## config.mk

```make
export PLATFORM = sky130hd
export DESIGN_NAME = aes_key_expand_flat
export DESIGN_NICKNAME = d
export VERILOG_FILES = /design/src/rtl/aes_pkg.sv /design/src/rtl/aes_key_expand_if.sv /design/src/rtl/aes_key_expand_sbox.sv /design/src/rtl/aes_key_expand.sv /design/src/flat_wrapper.sv
export SDC_FILE = /design/constraint.sdc
export NUM_CORES = 2
export LEC_CHECK = 0
export CAP_MARGIN = 20
export CORE_MARGIN = 2
export CORE_UTILIZATION = 55
export CTS_CLUSTER_DIAMETER = 40
export DETAILED_ROUTE_END_ITERATION = 6
export PLACE_DENSITY = 0.76
export SYNTH_ARGS = -nofsm -noshare
export SYNTH_HDL_FRONTEND = slang
export SYNTH_SLANG_ARGS = --single-unit
```

## constraint.sdc

```tcl
create_clock -name pClk -period 19.75 [get_ports pClk]
set_input_delay 3.95 -clock pClk [delete_from_list [all_inputs] [get_ports pClk]]
set_output_delay 3.95 -clock pClk [all_outputs]
set_load 0.005 [all_outputs]
```

## src/rtl/aes_pkg.sv

```systemverilog
// Shared AES definitions: key-length encodings, Nk/Nr lookup, GF(2^8) xtime and the forward S-box table.
package aes_pkg;

  typedef enum logic [1:0] {
    KEY_128  = 2'b00,
    KEY_192  = 2'b01,
    KEY_256  = 2'b10,
    KEY_RSVD = 2'b11
  } key_len_e;

  // Forward S-box, entry 0 in the top byte.
  localparam logic [2047:0] SBOX_TABLE = {
    128'h637c777bf26b6fc53001672bfed7ab76, 128'hca82c97dfa5947f0add4a2af9ca472c0,
    128'hb7fd9326363ff7cc34a5e5f171d83115, 128'h04c723c31896059a071280e2eb27b275,
    128'h09832c1a1b6e5aa0523bd6b329e32f84, 128'h53d100ed20fcb15b6acbbe394a4c58cf,
    128'hd0efaafb434d338545f9027f503c9fa8, 128'h51a3408f929d38f5bcb6da2110fff3d2,
    128'hcd0c13ec5f974417c4a77e3d645d1973, 128'h60814fdc222a908846eeb814de5e0bdb,
    128'he0323a0a4906245cc2d3ac629195e479, 128'he7c8376d8dd54ea96c56f4ea657aae08,
    128'hba78252e1ca6b4c6e8dd741f4bbd8b8a, 128'h703eb5664803f60e613557b986c11d9e,
    128'he1f8981169d98e949b1e87e9ce5528df, 128'h8ca1890dbfe6426841992d0fb054bb16
  };

  function automatic logic [3:0] nk_of(input key_len_e len);
    case (len)
      KEY_128: return 4'd4;
      KEY_192: return 4'd6;
      default: return 4'd8;
    endcase
  endfunction

  function automatic logic [3:0] nr_of(input key_len_e len);
    case (len)
      KEY_128: return 4'd10;
      KEY_192: return 4'd12;
      default: return 4'd14;
    endcase
  endfunction

  function automatic int key_bits_of(input key_len_e len);
    return 128 + 64 * int'(len);
  endfunction

  function automatic logic [7:0] xtime(input logic [7:0] b);
    return {b[6:0], 1'b0} ^ (b[7] ? 8'h1b : 8'h00);
  endfunction

  function automatic logic [7:0] sbox(input logic [7:0] x);
    return SBOX_TABLE[(255 - int'(x)) * 8 +: 8];
  endfunction

endpackage

```

## src/rtl/aes_key_expand_if.sv

```systemverilog
// Request and round-key stream bundle between a key-schedule client and aes_key_expand.
interface aes_key_expand_if #(
  parameter int MAX_KEY_BITS = 256,
  parameter int RK_INDEX_W   = 4
);
  logic                    enable;
  logic [MAX_KEY_BITS-1:0] keyIn;
  logic [1:0]              keyLen;
  logic                    startKey;
  logic                    abort;
  logic                    busy;
  logic                    rkValid;
  logic                    rkReady;
  logic [127:0]            rkData;
  logic [RK_INDEX_W-1:0]   rkIndex;
  logic                    rkLast;
  logic                    keyErr;

  modport master (
    output enable, keyIn, keyLen, startKey, abort, rkReady,
    input  busy, rkValid, rkData, rkIndex, rkLast, keyErr
  );

  modport slave (
    input  enable, keyIn, keyLen, startKey, abort, rkReady,
    output busy, rkValid, rkData, rkIndex, rkLast, keyErr
  );
endinterface

```

## src/rtl/aes_key_expand_sbox.sv

```systemverilog
// SubWord: four parallel byte S-box lookups on a 32-bit word, purely combinational.
module aesSBoxWord
  import aes_pkg::*;
(
  input  logic [31:0] i_word,
  output logic [31:0] o_word
);
  for (genvar b = 0; b < 4; b++) begin : g_byte
    assign o_word[b*8 +: 8] = sbox(i_word[b*8 +: 8]);
  end
endmodule

```

## src/rtl/aes_key_expand.sv

```systemverilog
// AES key schedule: produces one expansion word per enabled cycle, packs four words into a
// staging register and hands round keys out through a valid/ready output register.
module aes_key_expand
  import aes_pkg::*;
#(
  parameter int MAX_KEY_BITS = 256,
  parameter int RK_INDEX_W   = 4
) (
  input logic             pClk,
  input logic             sRst,
  aes_key_expand_if.slave bus
);

  localparam logic [1:0] S_IDLE   = 2'd0;
  localparam logic [1:0] S_EXPAND = 2'd1;
  localparam logic [1:0] S_DRAIN  = 2'd2;

  logic [1:0]              r_state;
  logic [MAX_KEY_BITS-1:0] r_key;
  logic [31:0]             r_win [8];
  logic [7:0]              r_rcon;
  logic [3:0]              r_nk;
  logic [3:0]              r_nr;
  logic [5:0]              r_last_word;
  logic [5:0]              r_word_cnt;
  logic [2:0]              r_mod;
  logic [127:0]            r_stage_data;
  logic                    r_stage_valid;
  logic [RK_INDEX_W-1:0]   r_stage_idx;
  logic                    r_out_valid;
  logic [127:0]            r_out_data;
  logic [RK_INDEX_W-1:0]   r_out_idx;
  logic                    r_out_last;
  logic                    r_key_err;

  key_len_e    w_len;
  logic        w_len_ok;
  logic        w_req;
  logic        w_accept;
  logic        w_move;
  logic        w_gen;
  logic        w_in_key;
  logic [31:0] w_prev;
  logic [31:0] w_back;
  logic [31:0] w_sbox_in;
  logic [31:0] w_sbox_out;
  logic [31:0] w_temp;
  logic [31:0] w_word;
  logic [1:0]  w_lane;

  assign w_len    = key_len_e'(bus.keyLen);
  assign w_len_ok = (w_len != KEY_RSVD) && (key_bits_of(w_len) <= MAX_KEY_BITS);
  assign w_req    = bus.startKey && !bus.abort && (r_state == S_IDLE);
  assign w_accept = r_out_valid && bus.rkReady;
  assign w_move   = r_stage_valid && (!r_out_valid || w_accept);
  // A full staging register that cannot drain this cycle stalls generation.
  assign w_gen    = (r_state == S_EXPAND) && (!r_stage_valid || w_move);
  assign w_in_key = r_word_cnt < {2'b00, r_nk};
  assign w_lane   = r_word_cnt[1:0];

  assign w_prev    = r_win[0];
  assign w_back    = r_win[3'(r_nk - 4'd1)];
  assign w_sbox_in = (r_mod == 3'd0) ? {w_prev[23:0], w_prev[31:24]} : w_prev;

  aesSBoxWord u_sbox (
    .i_word (w_sbox_in),
    .o_word (w_sbox_out)
  );

  // NOTE: default assignment first so every path drives w_temp and no latch is inferred.
  always_comb begin
    w_temp = w_prev;
    if (r_mod == 3'd0)                         w_temp = w_sbox_out ^ {r_rcon, 24'h0};
    else if (r_nk == 4'd8 && r_mod == 3'd4)    w_temp = w_sbox_out;
  end

  assign w_word = w_in_key ? r_key[MAX_KEY_BITS-1 -: 32] : (w_back ^ w_temp);

  always_ff @(posedge pClk) begin
    if (sRst) begin
      r_state       <= S_IDLE;
      r_key         <= '0;
      r_rcon        <= 8'h00;
      r_nk          <= 4'd4;
      r_nr          <= 4'd10;
      r_last_word   <= 6'd0;
      r_word_cnt    <= 6'd0;
      r_mod         <= 3'd0;
      r_stage_data  <= '0;
      r_stage_valid <= 1'b0;
      r_stage_idx   <= '0;
      r_out_valid   <= 1'b0;
      r_out_data    <= '0;
      r_out_idx     <= '0;
      r_out_last    <= 1'b0;
      r_key_err     <= 1'b0;
      // NOTE: the word window is reset on purpose so it reads as cleared after sRst.
      for (int k = 0; k < 8; k++) r_win[k] <= '0;
    end else if (bus.enable) begin
      // NOTE: non-blocking assignments throughout so every register sees pre-edge values.
      r_key_err <= w_req && !w_len_ok;
      if (bus.abort) begin
        r_state       <= S_IDLE;
        r_stage_valid <= 1'b0;
        r_out_valid   <= 1'b0;
        r_out_last    <= 1'b0;
      end else begin
        case (r_state)
          S_IDLE: if (w_req && w_len_ok) begin
            r_state     <= S_EXPAND;
            r_key       <= bus.keyIn;
            r_nk        <= nk_of(w_len);
            r_nr        <= nr_of(w_len);
            r_last_word <= {nr_of(w_len), 2'b11};
            r_rcon      <= 8'h01;
            r_word_cnt  <= 6'd0;
            r_mod       <= 3'd0;
          end
          S_EXPAND: if (w_gen && r_word_cnt == r_last_word) r_state <= S_DRAIN;
          S_DRAIN:  if (w_accept && r_out_last) r_state <= S_IDLE;
          default:  r_state <= S_IDLE;
        endcase

        if (w_gen) begin
          r_win[0] <= w_word;
          for (int k = 1; k < 8; k++) r_win[k] <= r_win[k-1];
          r_word_cnt <= r_word_cnt + 6'd1;
          r_mod      <= (r_mod == 3'(r_nk - 4'd1)) ? 3'd0 : r_mod + 3'd1;
          if (w_in_key)            r_key  <= r_key << 32;
          else if (r_mod == 3'd0)  r_rcon <= xtime(r_rcon);
          r_stage_data[(3 - int'(w_lane)) * 32 +: 32] <= w_word;
        end

        if (w_move) r_stage_valid <= 1'b0;
        if (w_gen && w_lane == 2'd3) begin
          r_stage_valid <= 1'b1;
          r_stage_idx   <= RK_INDEX_W'(r_word_cnt[5:2]);
        end

        if (w_move) begin
          r_out_valid <= 1'b1;
          r_out_data  <= r_stage_data;
          r_out_idx   <= r_stage_idx;
          r_out_last  <= (r_stage_idx == RK_INDEX_W'(r_nr));
        end else if (w_accept) begin
          r_out_valid <= 1'b0;
          r_out_last  <= 1'b0;
        end
      end
    end
  end

  assign bus.busy    = (r_state != S_IDLE);
  assign bus.rkValid = r_out_valid;
  assign bus.rkData  = r_out_data;
  assign bus.rkIndex = r_out_idx;
  assign bus.rkLast  = r_out_last;
  assign bus.keyErr  = r_key_err;

endmodule
```

## src/flat_wrapper.sv

```systemverilog
// flat-port wrapper written by rule: the top's interface ports become plain ports
module aes_key_expand_flat import aes_pkg::*;
#(
  parameter int MAX_KEY_BITS = 256,
  parameter int RK_INDEX_W   = 4
)
  (pClk, sRst, bus_enable, bus_keyIn, bus_keyLen, bus_startKey, bus_abort, bus_rkReady, bus_busy, bus_rkValid, bus_rkData, bus_rkIndex, bus_rkLast, bus_keyErr);
  aes_key_expand_if #(.MAX_KEY_BITS(MAX_KEY_BITS), .RK_INDEX_W(RK_INDEX_W)) bus_i ();
  input logic pClk;
  input logic sRst;
  input wire logic [$bits(bus_i.enable)-1:0] bus_enable;
  input wire logic [$bits(bus_i.keyIn)-1:0] bus_keyIn;
  input wire logic [$bits(bus_i.keyLen)-1:0] bus_keyLen;
  input wire logic [$bits(bus_i.startKey)-1:0] bus_startKey;
  input wire logic [$bits(bus_i.abort)-1:0] bus_abort;
  input wire logic [$bits(bus_i.rkReady)-1:0] bus_rkReady;
  output wire logic [$bits(bus_i.busy)-1:0] bus_busy;
  output wire logic [$bits(bus_i.rkValid)-1:0] bus_rkValid;
  output wire logic [$bits(bus_i.rkData)-1:0] bus_rkData;
  output wire logic [$bits(bus_i.rkIndex)-1:0] bus_rkIndex;
  output wire logic [$bits(bus_i.rkLast)-1:0] bus_rkLast;
  output wire logic [$bits(bus_i.keyErr)-1:0] bus_keyErr;
  assign bus_i.enable = bus_enable;
  assign bus_i.keyIn = bus_keyIn;
  assign bus_i.keyLen = bus_keyLen;
  assign bus_i.startKey = bus_startKey;
  assign bus_i.abort = bus_abort;
  assign bus_i.rkReady = bus_rkReady;
  assign bus_busy = bus_i.busy;
  assign bus_rkValid = bus_i.rkValid;
  assign bus_rkData = bus_i.rkData;
  assign bus_rkIndex = bus_i.rkIndex;
  assign bus_rkLast = bus_i.rkLast;
  assign bus_keyErr = bus_i.keyErr;
  aes_key_expand #(.MAX_KEY_BITS(MAX_KEY_BITS), .RK_INDEX_W(RK_INDEX_W)) u_core (.pClk(pClk), .sRst(sRst), .bus(bus_i));
endmodule
```

==> metrics.md <==
| Metric | Value |
|---|---|
| HPWL after DPL | 126 mm |
| Nets | 5872 |
| Seq/Total Area, Yosys | 40.2% |
| Row count | 106 |
| Critical Path Sink Type | flop |
| Total negative slack | 0 ns |
| Share of cells above drive strength 1 | 8.14% |
| Worst-case clock buffer depth | 3 |
| Worst setup SP type | flop |
| Commonest cells post-synth | nand2_1 (688), dfxtp_1 (550), nor2_1 (535) |
| Synth top area cells | dfxtp_1 (24%), edfxtp_1 (17%), nand2_1 (5.5%) |
| Critical Path AT | 8.01 ns |
| CP dominant cell by count | buf_4 |
| WP buf/inv | 5 |
| Share of the synthesized area in the top cell type | 23.7% |
| Cell family with most CP delay | buffers and inverters |
| Worst skew pair latency | 0.65 ns |
| Status | finished, final reports clean |
| Slew HR | 12.6% |
| Final period util | 38.8% |
| Power Dens Cells | 78.2 nW/um2 |
| DR pass1 iterations | 7 |
| Hold wc startpoint | u_core.r_stage_data[117] |
| CP required | 20.10 ns |
| Warning count from the yosys run | 0 |
| Initial Utilization | 55.6% |
| Register bit count reported by yosys | 806 |
| Post-synthesis cell type count | 110 |
| Clock sinks | 806 |
| Worst setup margin | 12.09 ns |
| Die Width | 295 um |
| Layout area overhead | 15.3% |
| Syn avg cell area | 8.42 um2 |
| Total CTS buffers | 88 |
| Slew Limit Fails | 0 |
| Hold Path Sink | u_core.bus.rkData[117] |
| FF-to-FF setup slack | 12.09 ns |
| Total setup buffers inserted after CTS | 0 |
| Most frequent cell after synthesis | nand2_1 |
| First-pass GRT wire length | 280 mm |
| Worst Max-Slew Pin Slew | 1.30 ns |
| R2r worst-path depth | 19 |
| Post-Syn Nets | 5832 |
| Crit Path Max Fanout | 61 |
| Pwr Total | 4.19 mW |
| Final Hold Viols | 0 |
| CTS resizes | 0 |
| Total GRT Usage | 42.0% |
| CTS tree | done |
| Worst-path cell chain | inv_1 -> ha_1 -> buf_4 -> and2b_4 -> buf_4 -> mux2i_4 -> buf_4 -> ha_1 -> inv_1 -> o211a_1 -> a211oi_1 -> a311oi_1 -> a41o_1 -> o221ai_1 -> a32o_1 -> a41oi_1 -> xnor2_1 -> mux2i_1 -> nor2_1 |
| GP Congestion | 1.03 |
| Leakage | 17.9 nW |
| GRT Residual Overflow | 0 |
| Iteration-0 DRC Markers | 8440 |
| DR vias | 47.8k |
| Via-to-Cell Ratio | 7.04 |
| Initial antenna violation count | 19 |
| Async set-or-reset flop fraction in the synthesized netlist | 0% |
| Worst R2R Start | u_core.r_mod[0] |
| Post-layout util | 64.1% |
| H-tree levels | 3 |
| RR Endpoint | u_core.r_win[0][18] |
| Worst-path clk slew | 0.07 ns |
| Largest net degree at the start of global routing | 226 |
| DR WL/cell | 28.2 um |
| Post-synth EDFFs | 256 |
| Synth Instances | 5526 |
| Clock root buffer master | clkbuf_16 |
| Crit Path Category | flop to flop |
| DRT Wirelength | 191 mm |
| DRC errors left | 0 |
| Floorplan Core Area | 83700 um2 |
| Hold Crit Class | flop to flop |
| Placement Setup Slack | 11.80 ns |
| Vias in the first global route | 43.2k |
| Setup Skew | 0.0258 ns |
| # setup viols final | 0 |
| Hold-fix buffers, CTS | 0 |
| Area leader, netlist | dfxtp_1 |
| Max-cap violations | 0 |
| Hold depth | 2 |
| Max IR drop VDD | 0.0704 mV |
| Die area | 87000 um2 |
| F_max | 131 MHz |
| Slowest CP cell | mux2i_1 |
| CP max stage delay | 0.90 ns |
| Synth Flop Type | dfxtp_1 |
| I/O pins | 400 |
| Mapped Area | 46500 um2 |
| Die H | 295 um |
| RSZ-0062 raised after global routing | false |
| Antenna Nets Post-Route | 0 |
| Fin crit period | 7.66 ns |
| # port buffers | 399 |
[state kept, by name, summed over array words and instances, names as in the netlist, 4 cells and up]
name                 cells
u_core.bus.rkData      128
u_core.r_word_cnt        6
u_core.r_stage_data    128
u_core.r_win           256
u_core.r_stage_idx       4
u_core.r_rcon            8
u_core.bus.rkIndex       4
u_core.r_key           256
[cell type report]
| cell class | count | area (um2) |
|---|---|---|
| inverters | 58 | 218 |
| flip-flops and latches | 806 | 18700 |
| well taps | 1134 | 1420 |
| clock buffers | 113 | 2450 |
| repair buffers | 530 | 5010 |
| fillers | 7033 | 30000 |
| multi-input cells | 4082 | 25200 |
| diodes | 18 | 45.0 |
| clock inverters | 50 | 574 |
[cells by family (layout without fill, tap and decap cells)]
group	after synthesis	count (layout)	synth area share (%)
compound gates	1977	1977	28.6
simple gates	1829	1829	17.8
flops	806	806	40.2
buf+inv	638	751	6.13
mux	174	174	5.10
xor+xnor	60	60	1.15
fa+ha+maj	42	42	1.13
other cells	0	18	0
[worst max-delay path by stage]
stage                          from  slack, ns  depth (start not counted)                  end
CTS                     bus_rkReady      12.44                          6   u_core.r_win[6][9]
finish              u_core.r_mod[0]      12.09                         19  u_core.r_win[0][18]
global route            bus_rkReady      12.05                          8   u_core.r_win[0][8]
detailed placement      bus_rkReady      11.80                          6   u_core.r_win[7][3]
floorplan                      sRst       8.20                          4   u_core.r_win[0][0]
global placement        bus_rkReady      11.93                          6   u_core.r_win[7][7]
[worst register-to-register path, stage by stage (launching register included)]
cell      delay (ns)
dfxtp_1         0.35
inv_1           0.08
ha_1            0.15
buf_4           0.35
and2b_4         0.60
buf_4           0.82
mux2i_4         0.36
buf_4           0.38
ha_1            0.61
inv_1           0.47
o211a_1         0.53
a211oi_1        0.10
a311oi_1        0.31
a41o_1          0.14
o221ai_1        0.11
a32o_1          0.32
a41oi_1         0.45
xnor2_1         0.24
mux2i_1         0.90
nor2_1          0.09
[cells in the final DEF, fill, tap and decap left out, types with 35 or more instances in the layout]
master | synthesis | routed
a211oi_1 | 343 | 342
a21oi_1 | 411 | 404
a31oi_1 | 77 | 77
and2_1 | 158 | 158
buf_4 | 23 | 125
clkbuf_16 | 0 | 89
clkdlybuf4s50_1 | 0 | 398
dfxtp_1 | 550 | 549
edfxtp_1 | 256 | 256
ha_1 | 42 | 42
inv_1 | 53 | 53
mux2i_1 | 84 | 72
mux4_2 | 36 | 36
nand2_1 | 688 | 687
nand3_1 | 88 | 87
nor2_1 | 535 | 532
nor2b_1 | 79 | 79
nor3_1 | 114 | 114
o211ai_1 | 77 | 77
o21ai_0 | 275 | 275
o221ai_1 | 58 | 58
o22ai_1 | 256 | 256
o311ai_0 | 53 | 53
o31ai_1 | 35 | 35
[report_power, final]
group / total, mW / leakage (nW) / internal, mW / switching (mW)
Sequential: 1.79 / 7.09 / 1.76 / 0.0345
Combinational: 0.706 / 9.36 / 0.235 / 0.472
Clock: 1.70 / 1.46 / 0.986 / 0.712
Total: 4.19 / 17.9 / 2.98 / 1.22
[per-layer routing]
layer | vias up | GRT usage, % | routed length (um)
met2 | 3603 | 62.1 | 82800
met5 | - | 0 | 27
met3 | 725 | 10.6 | 23800
li1 | 20810 | - | -
met4 | 4 | 21.0 | 11200
met1 | 22681 | 57.0 | 73600
[stage by stage]
step	hold WS, ns	cell area [um2]	instances
global placement	0.435	50600	6607
CTS	0.435	53600	6770
global route	0.463	53600	6790
detailed placement	0.442	50600	6607
floorplan	0.425	46500	5526
finish	0.443	53700	6791
No activity file was read; power rests on OpenSTA's default activity.
